### src/rtl/sha256_pkg.sv
// Shared SHA-256 constants and the digest serializer state type.
package sha256_pkg;

  localparam int unsigned WORD_W    = 32;
  localparam int unsigned NUM_WORDS = 8;
  localparam int unsigned DIGEST_W  = WORD_W * NUM_WORDS;

  localparam logic [31:0] H0_INIT = 32'h6a09e667;
  localparam logic [31:0] H1_INIT = 32'hbb67ae85;
  localparam logic [31:0] H2_INIT = 32'h3c6ef372;
  localparam logic [31:0] H3_INIT = 32'ha54ff53a;
  localparam logic [31:0] H4_INIT = 32'h510e527f;
  localparam logic [31:0] H5_INIT = 32'h9b05688c;
  localparam logic [31:0] H6_INIT = 32'h1f83d9ab;
  localparam logic [31:0] H7_INIT = 32'h5be0cd19;

  typedef enum logic {
    IDLE   = 1'b0,
    STREAM = 1'b1
  } state_t;

endpackage

### src/rtl/sha256_digest_serializer.sv
// Captures the final SHA-256 digest in one cycle and streams it out
// big-endian (H0 MSB first) as OUT_W-bit beats over valid/ready.
module sha256_digest_serializer #(
  parameter int unsigned WORD_W    = 32,
  parameter int unsigned NUM_WORDS = 8,
  parameter int unsigned OUT_W     = 8
) (
  input  logic                        clk,
  input  logic                        reset,
  input  logic                        digest_valid,
  input  logic [WORD_W*NUM_WORDS-1:0] digest,
  output logic                        digest_ready,
  output logic [OUT_W-1:0]            out_data,
  output logic                        out_valid,
  input  logic                        out_ready,
  output logic                        out_last,
  output logic                        busy,
  output logic                        overrun,
  input  logic                        clear_overrun
);
  import sha256_pkg::*;

  localparam int unsigned DW      = WORD_W * NUM_WORDS;
  localparam int unsigned BEATS   = DW / OUT_W;
  localparam int unsigned CNT_W   = (BEATS > 1) ? $clog2(BEATS) : 1;
  localparam int unsigned PEN_IDX = (BEATS > 1) ? BEATS - 2 : 0;
  localparam logic [CNT_W-1:0] LAST_CNT = CNT_W'(BEATS - 1);
  localparam logic [CNT_W-1:0] PEN_CNT  = CNT_W'(PEN_IDX);

  state_t            state;
  logic [DW-1:0]     shreg;
  logic [CNT_W-1:0]  cnt;

  assign digest_ready = (state == IDLE);
  assign out_data     = shreg[DW-1 -: OUT_W];

  // The shift register empties itself as beats leave, so out_data reads 0 in IDLE.
  always_ff @(posedge clk or posedge reset) begin
    if (reset) begin
      state     <= IDLE;
      shreg     <= '0;
      cnt       <= '0;
      out_valid <= 1'b0;
      out_last  <= 1'b0;
      busy      <= 1'b0;
      overrun   <= 1'b0;
    end else begin
      // A set from a rejected digest takes priority over a clear in the same cycle.
      if (digest_valid && (state != IDLE)) begin
        overrun <= 1'b1;
      end else if (clear_overrun) begin
        overrun <= 1'b0;
      end

      case (state)
        IDLE: begin
          if (digest_valid) begin
            shreg     <= digest;
            cnt       <= '0;
            state     <= STREAM;
            out_valid <= 1'b1;
            busy      <= 1'b1;
            out_last  <= (BEATS == 1);
          end
        end
        STREAM: begin
          if (out_ready) begin
            shreg <= shreg << OUT_W;
            cnt   <= CNT_W'(cnt + 1'b1);
            if (cnt == LAST_CNT) begin
              state     <= IDLE;
              out_valid <= 1'b0;
              busy      <= 1'b0;
              out_last  <= 1'b0;
            end else begin
              out_last <= (cnt == PEN_CNT);
            end
          end
        end
        default: state <= IDLE;
      endcase
    end
  end

endmodule

### config.mk
export PLATFORM = sky130hd
export DESIGN_NAME = sha256_digest_serializer
export DESIGN_NICKNAME = d
export VERILOG_FILES = /design/src/rtl/sha256_pkg.sv /design/src/rtl/sha256_digest_serializer.sv
export SDC_FILE = /design/constraint.sdc
export NUM_CORES = 1
export LEC_CHECK = 0
export BUFFER_PORTS_ARGS = -buffer_cell sky130_fd_sc_hd__buf_2
export CORE_MARGIN = 10
export CORE_UTILIZATION = 50
export DETAILED_ROUTE_END_ITERATION = 6
export PLACE_DENSITY = 0.74
export SLEW_MARGIN = 20
export SYNTH_ARGS = -nofsm -noshare
export SYNTH_HDL_FRONTEND = slang
export SYNTH_SLANG_ARGS = --single-unit
### constraint.sdc
create_clock -name clk -period 11.6 [get_ports clk]
set_clock_uncertainty 0.05 [all_clocks]
set_input_delay 1.16 -clock clk [delete_from_list [all_inputs] [get_ports clk]]
set_output_delay 1.16 -clock clk [all_outputs]
set_load 0.01 [all_outputs]
==> results of run 1 <==
## Yosys cell counts
| master | count | area share |
|---|---|---|
| dfrtp_1 | 265 | 0.55 |
| nand2_1 | 257 | 0.079 |
| mux2i_1 | 249 | 0.21 |
| o21ai_0 | 233 | 0.096 |
| buf_4 | 36 | 0.022 |
| buf_2 | 35 | 0.014 |
| clkbuf_1 | 24 | 0.0074 |
| o21ai_1 | 20 | 0.0082 |
| a22o_1 | 8 | 0.0058 |
| inv_1 | 4 | 0.0012 |
| nor2_1 | 4 | 0.0012 |
| a21oi_1 | 3 | 0.0012 |
| ha_1 | 3 | 0.0031 |
| nand3_1 | 2 | 0.00082 |
| o22ai_1 | 2 | 0.0010 |
| a31oi_1 | 1 | 0.00052 |
| and3_1 | 1 | 0.00052 |
| and4b_1 | 1 | 0.00082 |
| buf_1 | 1 | 0.00031 |
| mux2i_4 | 1 | 0.0019 |
| nor2b_1 | 1 | 0.00052 |
| or3_1 | 1 | 0.00052 |
| xor2_1 | 1 | 0.00072 |
## per-layer routing
layer | wire, µm | part of all wire
met2 | 13700 | 0.46
met5 | 41 | 0.0014
met1 | 13000 | 0.44
met3 | 2410 | 0.082
met4 | 405 | 0.014
## report_power, final
part           switching (mW)  internal [mW]
registers               0.219           1.30
logic                   0.356          0.319
clock network           0.360          0.558
total                   0.936           2.17
## final timing paths
kind                       startpoint    endpoint
max                             state   shreg[82]
min                        shreg[192]  shreg[192]
max reg2reg                     state   shreg[82]
min reg2reg                shreg[192]  shreg[192]
max in group asynchronous       reset   shreg[50]
min in group asynchronous       reset     overrun
## cell families after synthesis
logic type | share of synthesized area
AOI/OAI and AO/OA | 0.113
xor gates and xnor gates | 0.000722
adders and majority gates | 0.00309
buffers and inverters | 0.0457
DFF | 0.546
muxes | 0.207
and+or+nand+nor | 0.0839
## state kept, by name (all words and copies together), names as in the netlist
signal and count:
cnt 5, out_last 1, overrun 1, state 1
busy 1, shreg 256
## area by class of cell
class	count	area, µm²	area share
antenna	6	15.0	0.00104
clock buffer	43	868	0.0602
clock inverter	7	92.6	0.00642
inverter	4	22.5	0.00156
multi-input combinational	788	4950	0.343
sequential	265	6640	0.460
tap	319	399	0.0277
timing repair buffer	282	1450	0.100
## stage by stage
step                      setup WS [ns]  area [µm²]   util  cells
after floorplan                    3.09       12100      -   1153
after global placement             8.11       13500  0.568   1658
after detailed placement           8.02       13500  0.568   1658
after CTS                          8.22       14400  0.609   1708
after global routing               8.00       14400  0.609   1709
final                              8.22       14400  0.609   1714
## worst max-delay path, stage by stage, from the launching register on
cell	delay (ns)
dfrtp_4	0.81
buf_4	0.91
buf_4	0.94
mux2i_1	0.32
o21ai_0	0.10
==> Flow_metrics.wiki, run 1 <==
{| class="wikitable"
! Metric !! Value
|-
| Cells resized by post-CTS repair || 0
|-
| Setup total negative slack || 0 ns
|-
| Power density cells || 216 nW/µm²
|-
| Wire length after detailed routing || 29.5 mm
|-
| IO Pins || 274
|-
| Initial antenna violation count || 10
|-
| Number of nets in the layout || 1634
|-
| Count of standard-cell rows || 56
|-
| Number of buffers added on ports || 273
|-
| Min Clock Period, post-route || 3.38 ns
|-
| Final-report hold violation count || 0
|-
| Peak Freq || 0.296 GHz
|-
| Mapped Area || 12100 µm²
|-
| Layout cells sized above 1 || 0.238
|-
| Critical path data arrival time || 3.70 ns
|-
| Number of buffers added by the clock tree synthesis step || 29
|-
| Remaining antenna violation count after routing || 0
|-
| Synth Instances || 1153
|-
| CTS tree || built
|-
| Floorplan die area || 30900 µm²
|-
| Number of optimization iterations in the first detailed-route pass || 5
|-
| Most common cell after layout, fill and taps aside || buf_2
|-
| Clock latency on the worst-skew pair || 0.54 ns
|-
| Buffers from clock root to sink, at most || 3
|-
| Final Slew Violations || 0
|-
| Maximum number of pins on one net before global-route repair || 291
|-
| Global-route wire length before repair || 47.7 mm
|-
| Initial drt markers || 669
|-
| Yosys cell types || 23
|-
| Number of synthesis warnings || 0
|-
| Final estimated routing congestion in global placement || 0.781
|-
| Post-CTS Setup Repair Bufs || 0
|-
| Number of fill cells in the layout || 2012
|-
| Floorplan Core Area || 23700 µm²
|-
| Data required time of the critical path || 11.92 ns
|-
| Via density || 5.15
|-
| Worst min-delay path class || reg2reg
|-
| Transition time of the tightest slew-check pin || 1.23 ns
|-
| Clock transition at the registers of the reported paths || 0.06 ns
|-
| Root Driver || clkbuf_16
|-
| Met2 track demand over resource || 0.295
|-
| Global-route usage over all layers || 0.186
|-
| Vias in the first global route || 9053
|-
| Type of element launching the critical path || flip-flop
|-
| H-Tree Depth || 1
|-
| Synthesized area per cell || 10.5 µm²
|-
| Die width || 176 µm
|-
| DRC || 0
|-
| Remaining global-route overflow || 0
|-
| Number of setup violations in the final report || 0
|-
| Max-capacitance violation count || 0
|-
| Headroom to the max-slew limit || 0.180
|-
| Classification of the worst setup path || reg2reg
|-
| Overall Power || 3.11 mW
|-
| Cell count of the worst reg-to-reg path || 4
|-
| Clock Sink Count || 265
|-
| Busiest metal layer after global routing || met2
|-
| Largest fanout on the critical path || 66
|-
| Total leakage power || 8.29 nW
|-
| Total nets after synthesis || 1417
|-
| Status || finished, final reports clean
|-
| Average routed wire per standard cell || 17.2 µm
|-
| Starting density of the core || 0.512
|-
| Routing usage on met3 || 0.0605
|-
| RSZ-0062 raised after global routing || no
|-
| Instance count along the most critical hold path || 2
|-
| Detailed placer's ending HPWL || 20.9 mm
|-
| Top library cells by usage in the layout, fill and taps aside || buf_2, dfrtp_1, nand2_1, mux2i_1, o21ai_0
|-
| Height of the chip || 176 µm
|-
| Vias post-DR || 8822
|-
| Area Overhead vs Synth || 18.9%
|-
| Type of element capturing the critical path || flip-flop
|-
| Fin Hold WS || 0.426 ns
|-
| Sequential cell area fraction in the yosys report || 0.546
|-
| Slack of the worst reg-to-reg path || 8.22 ns
|-
| Period utilisation layout || 0.291
|-
| Synth Register Bits || 265
|-
| Max rail drop VDD || 0.000116 V
|-
| GRT met1 Usage || 0.246
|-
| Hold buffers post-CTS || 0
|}
(Power assumes the default switching activity.)
==> run 2: changes to the inputs <==
Clock period 11.6 ns to 3.42 ns, I/O delays scaled along.
==> Flow_metrics.wiki, run 2 (same netlist as run 1, synthesis figures left out) <==
{| class="wikitable"
! Metric !! Value
|-
| Status || finished, final reports clean (unchanged)
|-
| RSZ-0062 raised after global routing || no (unchanged)
|-
| Peak Freq || 0.490 GHz (was 0.296 GHz)
|-
| Initial antenna violation count || 6 (was 10)
|-
| Cell-by-cell listing of the critical path || mux2i_4 -> buf_12 -> o21ai_0 (was buf_4 -> buf_4 -> mux2i_1 -> o21ai_0)
|-
| Clock latency on the worst-skew pair || 0.53 ns (was 0.54 ns)
|-
| Flip-flop count of the largest register, all copies and words added || 256 (unchanged)
|-
| Remaining global-route overflow || 0 (unchanged)
|-
| Number of optimization iterations in the first detailed-route pass || 5 (unchanged)
|-
| Type of element capturing the critical path || flip-flop (unchanged)
|-
| Area Overhead vs Synth || 19.4% (was 18.9%)
|-
| Fin area || 14500 µm² (was 14400 µm²)
|-
| H-Tree Depth || 1 (unchanged)
|-
| Global-route wire length before repair || 47.2 mm (was 47.7 mm)
|-
| Root Driver || clkbuf_16 (unchanged)
|-
| Die width || 176 µm (unchanged)
|-
| Wire length after detailed routing || 29.6 mm (was 29.5 mm)
|-
| Worst min-delay path class || in2reg (was reg2reg)
|-
| Layout cells sized above 1 || 0.233 (was 0.238)
|-
| Classification of the worst setup path || reg2reg (unchanged)
|-
| Starting density of the core || 0.512 (unchanged)
|-
| Total leakage power || 8.30 nW (was 8.29 nW)
|-
| Headroom to the max-slew limit || 0.338 (was 0.180)
|-
| Height of the chip || 176 µm (unchanged)
|-
| Floorplan Core Area || 23700 µm² (unchanged)
|-
| Clock transition at the registers of the reported paths || 0.06 ns (about the same)
|-
| Most common cell after layout, fill and taps aside || buf_2 (unchanged)
|-
| Number of buffers added by the clock tree synthesis step || 29 (unchanged)
|-
| Top library cells by usage in the layout, fill and taps aside || buf_2, dfrtp_1, nand2_1, mux2i_1, o21ai_0 (unchanged)
|-
| Largest fanout on the critical path || 227 (was 66)
|-
| Via density || 5.13 (was 5.15)
|-
| Remaining antenna violation count after routing || 0 (unchanged)
|-
| Met2 wire length || 13.8 mm (was 13.7 mm)
|-
| Type of element launching the critical path || flip-flop (unchanged)
|-
| Final-report hold violation count || 0 (unchanged)
|-
| Clock Sink Count || 265 (unchanged)
|-
| Number of setup violations in the final report || 0 (unchanged)
|-
| Number of nets in the layout || 1647 (was 1634)
|-
| DRC || 0 (unchanged)
|-
| Transition time of the tightest slew-check pin || 0.991 ns (was 1.23 ns)
|-
| Register name with the most flops || shreg (unchanged)
|-
| Initial drt markers || 667 (was 669)
|-
| Critical path data arrival time || 2.36 ns (was 3.70 ns)
|-
| Vias post-DR || 8831 (was 8822)
|-
| DR top layer || met5 (unchanged)
|-
| Min Clock Period, post-route || 2.04 ns (was 3.38 ns)
|-
| Core utilization of the finished layout || 0.612 (was 0.609)
|-
| Worst setup slack before clock tree synthesis || 1.43 ns (was 8.02 ns)
|-
| Maximum number of pins on one net before global-route repair || 228 (was 291)
|-
| Final setup slack of the worst path || 1.38 ns (was 8.22 ns)
|-
| Count of standard-cell rows || 56 (unchanged)
|-
| Max-capacitance violation count || 0 (unchanged)
|-
| Met3 routed wirelength || 2.09 mm (was 2.41 mm)
|-
| Data required time of the critical path || 3.74 ns (was 11.92 ns)
|-
| Critical-path cell with the highest stage delay || buf_12 (was buf_4)
|-
| Vias in the first global route || 9102 (was 9053)
|-
| Period utilisation layout || 0.597 (was 0.291)
|-
| Final Slew Violations || 0 (unchanged)
|-
| Power density cells || 710 nW/µm² (was 216 nW/µm²)
|-
| Number of buffers added on ports || 273 (unchanged)
|-
| CTS tree || built (unchanged)
|-
| Global-route usage over all layers || 0.185 (was 0.186)
|-
| Buffers from clock root to sink, at most || 3 (unchanged)
|-
| Length of routed wiring on met1 || 13.2 mm (was 13.0 mm)
|-
| Worst stage delay on the critical path || 0.58 ns (was 0.94 ns)
|-
| Placed cell area || 13500 µm² (about the same)
|-
| Average routed wire per standard cell || 17.2 µm (about the same)
|-
| Max rail drop VDD || 0.000354 V (was 0.000116 V)
|-
| Floorplan die area || 30900 µm² (unchanged)
|-
| Detailed placer's ending HPWL || 20.8 mm (was 20.9 mm)
|-
| IO Pins || 274 (unchanged)
|-
| Slack of the worst reg-to-reg path || 1.38 ns (was 8.22 ns)
|-
| Largest registers ranked by flip-flop count || shreg (256), cnt (5) (unchanged)
|-
| Overall Power || 10.3 mW (was 3.11 mW)
|-
| Final estimated routing congestion in global placement || 0.801 (was 0.781)
|-
| Fin Hold WS || 0.0374 ns (was 0.426 ns)
|}
## run 2: cell count changes in the layout (fill, tap and decap cells not counted), sizes merged
cell | before | now
dlygate4sd3 | 0 | 8
buf | 282 | 287
inv | 6 | 3
diode | 6 | 4
bufinv | 2 | 1
clkbuf | 43 | 42
clkinv | 3 | 4
clkinvlp | 0 | 1
## run 2: metrics by stage
stage / setup TNS [ns] / std cells
floorplan: -124.42 / 1153
global placement: 0 / 1663
detailed placement: 0 / 1663
CTS: 0 / 1718
global route: 0 / 1718
finish: 0 / 1722
## run 2: final cells by class
type                    count  area, µm²
multi-input cells         788       4950
flip-flops and latches    265       6640
clock buffers              42        795
inverters                   4       18.8
well taps                 319        399
repair buffers            295       1630
fillers                  2024       9200
diodes                      4       10.0
clock inverters             5       53.8
## run 2: worst paths after layout
path / from / endpoint / depth (start not counted)
hold reg to reg: shreg[255] / shreg[255] / 2
setup / recovery: state / shreg[208] / 3
hold / removal: digest[123] / shreg[123] / 3
max in group asynchronous: reset / shreg[72] / 4
setup reg to reg: state / shreg[208] / 3
min in group asynchronous: reset / shreg[154] / 3
## run 2: metal layers
metal,GRT usage,vias up
met4,0.0424,4
met5,0,-
met1,0.243,4133
li1,-,4430
met3,0.0491,37
met2,0.299,227
## run 2: repair_timing
item	CTS	global route
resized for setup	0	0
hold buffers	8	0
buffers inserted	0	0
setup endpoints to repair	0	0
endpoints found under the hold margin	30	0
## run 2: power breakdown
part	leakage (nW)	switching, mW	internal, mW
combinational	4.29	1.21	1.10
sequential	3.60	0.720	4.40
clock	0.415	1.20	1.67
total	8.30	3.12	7.17
## run 2: critical path: cells and delay by family (launching register included)
family,cells,cell delay [ns]
buf+inv,1,0.58
flops,1,0.51
compound gates,1,0.22
mux,1,0.36
